$ cat src/rtl/tmr_scrub_pkg.sv
// Shared encodings for the triple-redundant scrubbed register.
// Mode and injection-lane values are common to the RTL and its regression bench.
package tmr_scrub_pkg;

    typedef enum logic [1:0] {
        MODE_HOLD = 2'b00,
        MODE_LOAD = 2'b01,
        MODE_XOR  = 2'b10,
        MODE_INV  = 2'b11
    } mode_t;

    localparam logic [1:0] LANE_NONE = 2'd3;

endpackage

$ cat src/rtl/tmr_majority_voter.sv
// Bitwise 2-of-3 majority vote over three register copies.
// Mismatch reports any copy that disagrees with the voted value.
module tmr_majority_voter #(
    parameter int WIDTH = 8
) (
    input  logic [WIDTH-1:0] a,
    input  logic [WIDTH-1:0] b,
    input  logic [WIDTH-1:0] c,
    output logic [WIDTH-1:0] vote,
    output logic             mismatch
);

    assign vote     = (a & b) | (a & c) | (b & c);
    assign mismatch = (|(a ^ vote)) | (|(b ^ vote)) | (|(c ^ vote));

endmodule

$ cat src/rtl/tmr_scrub_reg.sv
// Triple-redundant data register: majority vote, per-edge scrub of all copies,
// fault injection into one copy, registered mismatch flag and saturating counter.
module tmr_scrub_reg
    import tmr_scrub_pkg::*;
#(
    parameter int WIDTH = 8,
    parameter int TAP   = 2,
    parameter int CNT_W = 16
) (
    input  logic             clk,
    input  logic             rst,
    input  logic             in_valid,
    input  logic [1:0]       mode,
    input  logic [WIDTH-1:0] in_data,
    input  logic             inj_en,
    input  logic [1:0]       inj_lane,
    input  logic [WIDTH-1:0] inj_mask,
    input  logic             clr_count,
    output logic [WIDTH-1:0] out_data,
    output logic             err_flag,
    output logic [CNT_W-1:0] err_count
);

    logic [WIDTH-1:0] r0, r1, r2;
    logic [WIDTH-1:0] vote;
    logic [WIDTH-1:0] next_val;
    logic [WIDTH-1:0] m0, m1, m2;
    logic             mismatch;

    tmr_majority_voter #(.WIDTH(WIDTH)) u_voter (
        .a        (r0),
        .b        (r1),
        .c        (r2),
        .vote     (vote),
        .mismatch (mismatch)
    );

    assign out_data = vote;

    // The update is derived from the voted value only, so a corrupted copy
    // can never leak into the next state.
    always_comb begin
        // NOTE: default first so every path assigns next_val and no latch is inferred.
        next_val = vote;
        if (in_valid) begin
            case (mode_t'(mode))
                MODE_LOAD: next_val = in_data;
                MODE_XOR:  next_val = in_data ^ vote;
                MODE_INV:  next_val = in_data ^ {WIDTH{~in_data[TAP]}};
                default:   next_val = vote;
            endcase
        end
    end

    always_comb begin
        m0 = '0;
        m1 = '0;
        m2 = '0;
        if (inj_en) begin
            case (inj_lane)
                2'd0:    m0 = inj_mask;
                2'd1:    m1 = inj_mask;
                2'd2:    m2 = inj_mask;
                default: ;  // LANE_NONE: no corruption
            endcase
        end
    end

    // NOTE: sequential state uses non-blocking assignments so all copies sample together.
    always_ff @(posedge clk or posedge rst) begin
        if (rst) begin
            r0 <= '0;
            r1 <= '0;
            r2 <= '0;
        end else begin
            r0 <= next_val ^ m0;
            r1 <= next_val ^ m1;
            r2 <= next_val ^ m2;
        end
    end

    // Clear has priority over a coincident mismatch; the count sticks at all-ones.
    always_ff @(posedge clk or posedge rst) begin
        if (rst) begin
            err_flag  <= 1'b0;
            err_count <= '0;
        end else begin
            err_flag <= mismatch;
            if (clr_count)
                err_count <= '0;
            else if (mismatch && !(&err_count))
                err_count <= err_count + 1'b1;
        end
    end

endmodule

$ cat config.mk
export PLATFORM = sky130hd
export DESIGN_NAME = tmr_scrub_reg
export DESIGN_NICKNAME = d
export VERILOG_FILES = /design/src/rtl/tmr_scrub_pkg.sv /design/src/rtl/tmr_majority_voter.sv /design/src/rtl/tmr_scrub_reg.sv
export SDC_FILE = /design/constraint.sdc
export NUM_CORES = 1
export LEC_CHECK = 0
export CORE_MARGIN = 4
export CORE_UTILIZATION = 48
export CTS_BUF_LIST = sky130_fd_sc_hd__clkbuf_4 sky130_fd_sc_hd__clkbuf_8
export CTS_CLUSTER_SIZE = 12
export DETAILED_ROUTE_END_ITERATION = 8
export PLACE_DENSITY_LB_ADDON = 0.15
export SYNTH_ARGS = -nofsm -noshare
export SYNTH_HDL_FRONTEND = slang
export SYNTH_SLANG_ARGS = --single-unit
$ cat constraint.sdc
create_clock -name clk -period 1.8 [get_ports clk]
set_clock_uncertainty 0.2 [all_clocks]
set_input_delay 0.27 -clock clk [delete_from_list [all_inputs] [get_ports clk]]
set_output_delay 0.27 -clock clk [all_outputs]
set_load 0.005 [all_outputs]
==> results of run 1 <==
==> worst paths after layout <==
| kind | startpoint | end | slack [ps] | depth (start not counted) |
|---|---|---|---|---|
| min in group clk | err_count[2] | err_count[2] | 380 | 2 |
| hold reg to reg | err_count[2] | err_count[2] | 380 | 2 |
| setup reg to reg | r1[7] | err_count[9] | -400 | 7 |
| setup / recovery | r1[7] | err_count[9] | -400 | 7 |
| max in group asynchronous | rst | r2[2] | 1050 | 3 |
| hold / removal | rst | r0[1] | 140 | 3 |
==> area by class of cell <==
class	instances	area, um^2	area share
sequential	41	1028	0.2477
tap	70	87.58	0.02109
inverter	12	45.04	0.01085
multi-input combinational	222	1750	0.4215
clock buffer	7	90.09	0.02169
timing repair buffer	122	1151	0.2772
==> through the flow <==
stage	setup TNS (ps)	hold WS, ps
final	-6176	140.3
after global routing	-9292	157.4
after CTS	-4179	148.6
after detailed placement	-12220	349.3
after global placement	-10040	349.1
after floorplan	-873.3	232.8
==> repair_timing <==
action / CTS / global route
hold buffers: 0 / 0
gates resized for setup: 56 / 79
setup endpoints to repair: 46 / 57
setup buffers: 4 / 12
pin swaps: 27 / 36
cloned: 1 / 0
==> sequential cells by signal (all words and copies together), names as in the netlist <==
| name | cells |
|---|---|
| err_count | 16 |
| r0 | 8 |
| r1 | 8 |
| r2 | 8 |
| err_flag | 1 |
==> per-layer routing <==
layer | routed length [um] | share of wire
met1 | 3233 | 0.41
met2 | 4048 | 0.51
met4 | 175 | 0.022
met5 | 0 | 0
met3 | 452 | 0.057
==> synthesized netlist by cell type, types with 5 or more instances <==
master	number	share of area
clkbuf_1	9	0.013
xor2_1	21	0.073
nor2_1	22	0.033
or3_1	5	0.012
a21oi_1	17	0.034
maj3_1	7	0.028
inv_1	12	0.018
xnor2_1	5	0.017
mux2_2	6	0.027
nand3_1	36	0.071
nor2b_1	7	0.017
and3_1	6	0.015
nor3_1	16	0.032
nand2_1	9	0.013
o21ai_0	20	0.040
a41oi_1	7	0.024
dfrtp_1	41	0.41
==> critical path: stages, from the launching register on <==
cell      delay [ps]
dfrtp_1          410
and2_1           220
o221ai_2         150
nor4_4           330
and3_4           290
inv_2             50
and4_1           170
mux2_2           270
==> logic make-up (layout without fill, tap and decap cells) <==
| logic type | after synthesis | after routing | share of synthesized area |
|---|---|---|---|
| AND/OR/NAND/NOR | 120 | 121 | 0.2475 |
| buffers and inverters | 28 | 141 | 0.04762 |
| AO/OA/AOI/OAI | 60 | 60 | 0.1443 |
| XOR/XNOR | 26 | 26 | 0.09028 |
| adder cells (fa/ha/maj) | 8 | 8 | 0.03274 |
| multiplexers | 7 | 7 | 0.03075 |
| flip-flops | 41 | 41 | 0.4067 |
==> power by group through the flow <==
stage          sequential [mW]  combinational (mW)  clock [mW]
3_5_place_dp              1.42                1.66           0
4_1_cts                   1.41                1.78       0.626
3_3_place_gp              1.39                1.62           0
6_report                  1.51                2.30       0.626
2_1_floorplan             1.39               0.886           0
5_1_grt                   1.54                2.46       0.688
==> flow_metrics.env, run 1 <==
export IMPL_status="finished, violations left"
export IMPL_violations="setup timing"
export IMPL_min_period_over_period=1.224
export IMPL_drt_pass1_iterations=4
export IMPL_grt_busiest_layer="met2"
export IMPL_gp_congestion=0.8235
export IMPL_grt_max_degree=42
export IMPL_setup_ws_ps=-402.4
export IMPL_seq_area_frac_synth=0.4067
export IMPL_switchingPower_mw=1.659
export IMPL_synth_seq_cells=41
export IMPL_max_cap_violations=0
export IMPL_min_period_ps=2202
export IMPL_clock_power_share=0.141
export IMPL_ctsHtreeMaxLevel=2
export IMPL_finalNonFillerCells=474
export IMPL_grt_overflow=0
export IMPL_synth_nets=316
export IMPL_clkTransAtPathRegs_ps=70
export IMPL_vias=2691
export IMPL_fmax_mhz=454.1
export IMPL_arrival_ps=2180
export IMPL_met3_usage=0.05269
export IMPL_syn_avg_cell_area_um2=8.698
export IMPL_numCtsBuffers=5
export IMPL_ant_nets=0
export IMPL_start_util=0.4939
export IMPL_clock_tree_root_cell="clkbuf_8"
export IMPL_place_port_buffers=49
export IMPL_maxSlewHeadroom=0.7432
export IMPL_clockBufferDepth=2
export IMPL_rsz0062_at_grt="yes"
export IMPL_fin_area_um2=4153
export IMPL_leakagePower_nw=1.791
export IMPL_grt_pass1_vias=2615
export IMPL_irDropWorstVdd_v=0.0007157
export IMPL_ys_flop_type="dfrtp_1"
export IMPL_async_reset_ff_frac=1.000
export IMPL_cts_tree="done"
export IMPL_drt_iter0_drc=173
export IMPL_io_pins=50
export IMPL_antenna_cells=0
export IMPL_dpl_worst_slack_ps=-426.7
export IMPL_nets=430
export IMPL_power_frac_comb=0.518
export IMPL_syn2layout_area_growth_pct=64.63
export IMPL_grt_util_met1=0.2924
export IMPL_pwr_share_seq=0.341
export IMPL_clock_sinks=41
export IMPL_die_x_um=80.49
export IMPL_required_ps=1780
export IMPL_clkLatencyLatePin_ps=290
export IMPL_final_common_cell="buf_4"
export IMPL_synth_warnings=0
export IMPL_met2_usage=0.3974
export IMPL_dp_hpwl_um=4972
export IMPL_end_kind="flop"
export IMPL_hp_class="in -> async"
export IMPL_cp_max_fo=4
export IMPL_dieArea_um2=6479
export IMPL_dp_cells=453
export IMPL_p_total_mw=4.435
export IMPL_maxSlewViolCount=0
export IMPL_mostFrequentLayoutCells="buf_4 (57), dfrtp_1 (39), nand3_1 (36), clkdlybuf4s50_1 (32), xor2_1 (21)"
export IMPL_p_int_mw=2.776
export IMPL_layout_drive_gt1_share=0.4282
export IMPL_nFillCells=301
export IMPL_cp_start_kind="flop"
export IMPL_critPathKind="reg -> reg"
export IMPL_setup_viol=36
export IMPL_core_area_um2=5107
export IMPL_hold_viol_final=0
export IMPL_final_util=0.8131
export IMPL_die_h_um=80.49
export IMPL_ys_types=43
export IMPL_netlist_area_um2=2522
export IMPL_drc_errors=0
export IMPL_antenna_found_initial=0
export IMPL_gr_usage_all_layers=0.2347
export IMPL_wire_per_inst_um=16.69
export IMPL_powerDensity_nw_per_um2=1068
export IMPL_synth_edf_count=0
export IMPL_vias_per_cell=5.677
export IMPL_wl_um=7909
export IMPL_num_rows=26
export IMPL_postSynthCellCount=290
export IMPL_swShare=0.3741
export IMPL_grt_pass1_wl_um=11760
export IMPL_place_area_um2=3592
export IMPL_worst_slew_pin_transition_ps=385.2
Power figures use the tool's default switching activity.
==> run 2: changes to the inputs <==
--- a/config.mk
+++ b/config.mk
@@ -6,11 +6,13 @@
 export NUM_CORES = 1
 export LEC_CHECK = 0
 export CORE_MARGIN = 4
-export CORE_UTILIZATION = 48
+export CORE_UTILIZATION = 59
 export CTS_BUF_LIST = sky130_fd_sc_hd__clkbuf_4 sky130_fd_sc_hd__clkbuf_8
 export CTS_CLUSTER_SIZE = 12
 export DETAILED_ROUTE_END_ITERATION = 8
+export DONT_BUFFER_PORTS = 1
 export PLACE_DENSITY_LB_ADDON = 0.15
+export RECOVER_POWER = 50
 export SYNTH_ARGS = -nofsm -noshare
 export SYNTH_HDL_FRONTEND = slang
 export SYNTH_SLANG_ARGS = --single-unit
==> flow_metrics.env, run 2 (synthesis results as in run 1) <==
export IMPL_status="finished, violations left"
export IMPL_violations="setup timing"
export IMPL_clockBufferDepth=2
export IMPL_place_port_buffers=0
export IMPL_layout_drive_gt1_share=0.4211
export IMPL_p_int_mw=2.686
export IMPL_numCtsBuffers=5
export IMPL_gp_congestion=0.8336
export IMPL_crit_family="compound AO/OA/AOI/OAI gates"
export IMPL_maxSlewViolCount=0
export IMPL_die_x_um=73.39
export IMPL_dieArea_um2=5385
export IMPL_end_kind="flop"
export IMPL_cp_cell_sequence="nand3b_1 > o21ai_0 > a211oi_1 > and3_4 > buf_4 > nor2_1 > mux2_2"
export IMPL_grt_pass1_vias=2592
export IMPL_ctsHtreeMaxLevel=2
export IMPL_syn2layout_area_growth_pct=44.44
export IMPL_clock_sinks=41
export IMPL_largest_register="err_count"
export IMPL_fmax_mhz=432.6
export IMPL_required_ps=1790
export IMPL_mostFrequentLayoutCells="buf_4 (49), dfrtp_1 (39), nand3_1 (35), xor2_1 (21), nor2_1 (20)"
export IMPL_nFillCells=174
export IMPL_r2r_start="r1[4]"
export IMPL_hold_start="inj_lane[0]"
export IMPL_dp_hpwl_um=4674
export IMPL_cts_tree="done"
export IMPL_hold_viol_final=0
export IMPL_final_common_cell="buf_4"
export IMPL_ant_nets=0
export IMPL_maxSlewHeadroom=0.3403
export IMPL_rr_worst_depth=7
export IMPL_nets=386
export IMPL_arrival_ps=2300
export IMPL_drt_pass1_iterations=8
export IMPL_critPathBufInv=1
export IMPL_grt_max_degree=42
export IMPL_dpl_worst_slack_ps=-403.1
export IMPL_clock_tree_root_cell="clkbuf_8"
export IMPL_clock_power_share=0.183
export IMPL_final_util=0.8979
export IMPL_cp_max_fo=7
export IMPL_grt_pass1_wl_um=12120
export IMPL_hold_depth=3
export IMPL_drc_errors=0
export IMPL_min_period_ps=2312
export IMPL_num_rows=23
export IMPL_max_cap_violations=0
export IMPL_leakagePower_nw=1.455
export IMPL_wire_per_inst_um=21.60
export IMPL_io_pins=50
export IMPL_grt_overflow=0
export IMPL_vias=2814
export IMPL_powerDensity_nw_per_um2=1198
export IMPL_gr_usage_all_layers=0.2925
export IMPL_irDropWorstVdd_v=0.0009770
export IMPL_wl_um=8877
export IMPL_reg2reg_to="err_count[6]"
export IMPL_start_util=0.6216
export IMPL_antenna_cells=0
export IMPL_cp_slowest_cell="dfrtp_1"
export IMPL_critPathKind="reg -> reg"
export IMPL_hp_class="in -> reg"
export IMPL_antenna_found_initial=0
export IMPL_cp_start_kind="flop"
export IMPL_largest_reg_flops=16
export IMPL_clkLatencyLatePin_ps=300
export IMPL_core_area_um2=4058
export IMPL_die_h_um=73.39
export IMPL_clkTransAtPathRegs_ps=80
export IMPL_setup_viol=29
export IMPL_power_frac_comb=0.472
export IMPL_drt_iter0_drc=254
export IMPL_pwr_share_seq=0.345
export IMPL_rsz0062_at_grt="yes"
export IMPL_worst_slew_pin_transition_ps=989.5
export IMPL_p_total_mw=4.363
export IMPL_swShare=0.3844
export IMPL_hold_path_endpoint="r2[6]"
export IMPL_setup_ws_ps=-511.7
export IMPL_slowest_delay_ps=460
export IMPL_vias_per_cell=6.847
export IMPL_hold_ws_ps=14.51
export IMPL_switchingPower_mw=1.677
export IMPL_worst_r2r_setup_slack_ps=-510
export IMPL_min_period_over_period=1.284
export IMPL_setup_tns_ps=-7328
## run 2: how the worst max path moves through the flow
| stage | startpoint | to | slack, ps | depth (start not counted) |
|---|---|---|---|---|
| 2_1_floorplan | err_count[3] | err_count[11] | -110 | 6 |
| 3_3_place_gp | r0[2] | err_count[10] | -410 | 7 |
| 5_1_grt | r2[4] | err_count[11] | -550 | 7 |
| 4_1_cts | r0[2] | err_count[15] | -330 | 7 |
| 6_report | r1[4] | err_count[6] | -510 | 7 |
| 3_5_place_dp | r0[2] | err_count[10] | -400 | 7 |
## run 2: stage by stage
stage	instance area [um^2]	instances
floorplan	2595	290
global placement	3034	385
detailed placement	3034	385
CTS	3472	408
global route	3643	411
finish	3643	411
## run 2: tightest hold or removal path: cells and delay by family
| family | cells | cell delay [ps] |
|---|---|---|
| AND/OR/NAND/NOR | 2 | 140 |
| XOR/XNOR | 1 | 60 |
## run 2: routing by layer
metal / track usage / wire (um)
met1: 0.3609 / 3186
met2: 0.5005 / 4249
met3: 0.06977 / 962
met4: 0.1006 / 478
met5: 0 / 0
## run 2: cell type report
cell class                      count  area, um^2  area share
Multi-Input combinational cell    222        1714      0.4705
Sequential cell                    41        1028      0.2823
Timing Repair Buffer               78       673.1      0.1848
Clock buffer                        7       90.09     0.02473
Tap cell                           50       62.56     0.01717
Inverter                           12       45.04     0.01236
Clock inverter                      1       30.03    0.008242
## run 2: timing repair
item / in CTS / in global routing
hold buffers: 13 / 1
endpoints found under the setup margin: 47 / 44
gates resized for setup: 47 / 41
pin swaps: 29 / 27
endpoints found under the hold margin: 76 / 10
buffers inserted: 1 / 4
cloned: 1 / 0
## run 2: power groups by stage
stage | logic, mW | registers (mW) | clock network, mW
final | 2.06 | 1.51 | 0.798
after global routing | 2.15 | 1.52 | 0.837
after CTS | 1.74 | 1.44 | 0.788
after detailed placement | 1.47 | 1.43 | 0
after global placement | 1.42 | 1.40 | 0
after floorplan | 0.886 | 1.39 | 0
==> run 3: changes to the inputs <==
==> constraint.sdc (replaced) <==
create_clock -name clk -period 1.9 [get_ports clk]
set_clock_uncertainty 0.2 [all_clocks]
set_input_delay 0.285 -clock clk [delete_from_list [all_inputs] [get_ports clk]]
set_output_delay 0.285 -clock clk [all_outputs]
set_load 0.005 [all_outputs]
==> flow_metrics.env, run 3 (synthesis results as in run 1) <==
export IMPL_dieArea_um2=5385
export IMPL_powerDensity_nw_per_um2=1060
export IMPL_largest_register="err_count"
export IMPL_layout_drive_gt1_share=0.3662
export IMPL_hold_start="inj_lane[0]"
export IMPL_required_ps=1910
export IMPL_nets=381
export IMPL_clkTransAtPathRegs_ps=80
export IMPL_critPathKind="reg -> reg"
export IMPL_status="finished, violations left"
export IMPL_cp_max_fo=8
export IMPL_rsz0062_at_grt="yes"
export IMPL_clkLatencyLatePin_ps=290
export IMPL_start_util=0.6216
export IMPL_numCtsBuffers=5
export IMPL_io_pins=50
export IMPL_violations="setup timing"
export IMPL_drc_errors=0
export IMPL_vias=2510
export IMPL_syn2layout_area_growth_pct=36.01
export IMPL_dp_cells=384
export IMPL_worst_slew_pin_transition_ps=1001
export IMPL_rr_worst_depth=8
export IMPL_drt_iter0_drc=274
export IMPL_vias_per_cell=6.198
export IMPL_worst_r2r_setup_slack_ps=-290
export IMPL_clockBufferDepth=2
export IMPL_cts_tree="done"
export IMPL_clock_tree_root_cell="clkbuf_8"
export IMPL_num_rows=23
export IMPL_regArea_um2=1026
export IMPL_antenna_cells=0
export IMPL_die_x_um=73.39
export IMPL_largest_reg_flops=16
export IMPL_wire_per_inst_um=17.90
export IMPL_max_cap_violations=0
export IMPL_cp_start_kind="flop"
export IMPL_grt_pass1_wl_um=10760
export IMPL_antenna_found_initial=0
export IMPL_dp_hpwl_um=4583
export IMPL_core_area_um2=4058
export IMPL_dpl_worst_slack_ps=-293.0
export IMPL_hold_depth=3
export IMPL_final_common_cell="buf_4"
export IMPL_setup_ws_ps=-286.1
export IMPL_drt_pass1_iterations=5
export IMPL_gr_usage_all_layers=0.2604
export IMPL_ctsHtreeMaxLevel=2
export IMPL_ant_nets=0
export IMPL_grt_max_degree=42
export IMPL_place_area_um2=3027
export IMPL_maxSlewViolCount=0
export IMPL_r2r_start="r2[2]"
export IMPL_setup_viol=16
export IMPL_irDropWorstVdd_v=0.0009051
export IMPL_gp_congestion=0.8565
export IMPL_hp_class="in -> reg"
export IMPL_maxSlewHeadroom=0.3327
export IMPL_fmax_mhz=457.4
export IMPL_nFillCells=231
export IMPL_min_period_over_period=1.151
export IMPL_multi_input_area_um2=1605
export IMPL_place_port_buffers=0
export IMPL_wl_um=7248
export IMPL_grt_overflow=0
export IMPL_clock_sinks=41
export IMPL_die_h_um=73.39
export IMPL_grt_pass1_vias=2350
export IMPL_hold_viol_final=0
export IMPL_min_period_ps=2186
export IMPL_mostFrequentLayoutCells="buf_4 (57), dfrtp_1 (41), nand3_1 (36), nor2_1 (21), xor2_1 (21)"
export IMPL_finalNonFillerCells=405
export IMPL_final_util=0.8455
export IMPL_end_kind="flop"
export IMPL_reg2reg_to="err_count[4]"
export IMPL_leakagePower_nw=1.381
export IMPL_hold_path_endpoint="r2[6]"
export IMPL_fin_area_um2=3431
export IMPL_arrival_ps=2200
run 3: changes by cell type in the layout (fill, tap and decap cells not counted), sizes merged:
cell / delta
dlygate4sd3: -3
and3: -1
buf: -1
bufinv: -1
run 3: worst max-delay path by stage:
stage	end	depth (start not counted)	startpoint	slack (ps)
6_report	err_count[4]	8	r2[2]	-290
5_1_grt	err_count[9]	7	r0[2]	-380
4_1_cts	err_count[9]	7	r0[2]	-230
3_5_place_dp	err_count[5]	7	r1[0]	-290
3_3_place_gp	err_count[5]	7	r0[2]	-190
2_1_floorplan	err_count[11]	6	err_count[3]	-10
run 3: final cells by class:
| type | instances | share of cell area |
|---|---|---|
| Multi-Input combinational cell | 221 | 0.4679 |
| Timing Repair Buffer | 74 | 0.1754 |
| Sequential cell | 41 | 0.2991 |
| Clock buffer | 7 | 0.02626 |
| Tap cell | 50 | 0.01823 |
| Inverter | 12 | 0.01313 |
run 3: report_power, final:
group	internal (mW)	total [mW]	switching, mW
Clock	0.302	0.587	0.285
Combinational	0.870	1.68	0.811
Sequential	1.13	1.37	0.239
Total	2.30	3.64	1.33
run 3: metal layers:
metal	global-route usage	vias to the layer above	part of all wire	wire length (um)
li1	-	1173	-	-
met1	0.3374	1204	0.39	2808
met2	0.4260	122	0.53	3812
met3	0.05882	11	0.071	515
met4	0.09658	0	0.015	111
met5	0	-	0	0
run 3: stage by stage:
step | power [mW] | TNS (ps) | hold WS, ps
global route | 3.844 | -5422 | 37.22
floorplan | 2.153 | -48.85 | 247.8
CTS | 3.451 | -2603 | 24.70
finish | 3.638 | -3389 | 26.88
detailed placement | 2.735 | -4500 | 126.2
global placement | 2.676 | -2400 | 119.9
run 3: critical path: stages (launching register included):
cell and delay [ps]:
dfrtp_1 430, o21a_1 230, o221ai_2 200, nor4_2 90, and3_4 230, buf_6 130, buf_6 110, or3_1 350
a21oi_1 150
run 3: repair_timing:
action,CTS,global route
pin swaps,15,19
setup endpoints to repair,35,41
resized for setup,21,36
hold buffers,11,0
setup buffers,2,3
gates cloned,0,0
endpoints found under the hold margin,76,0
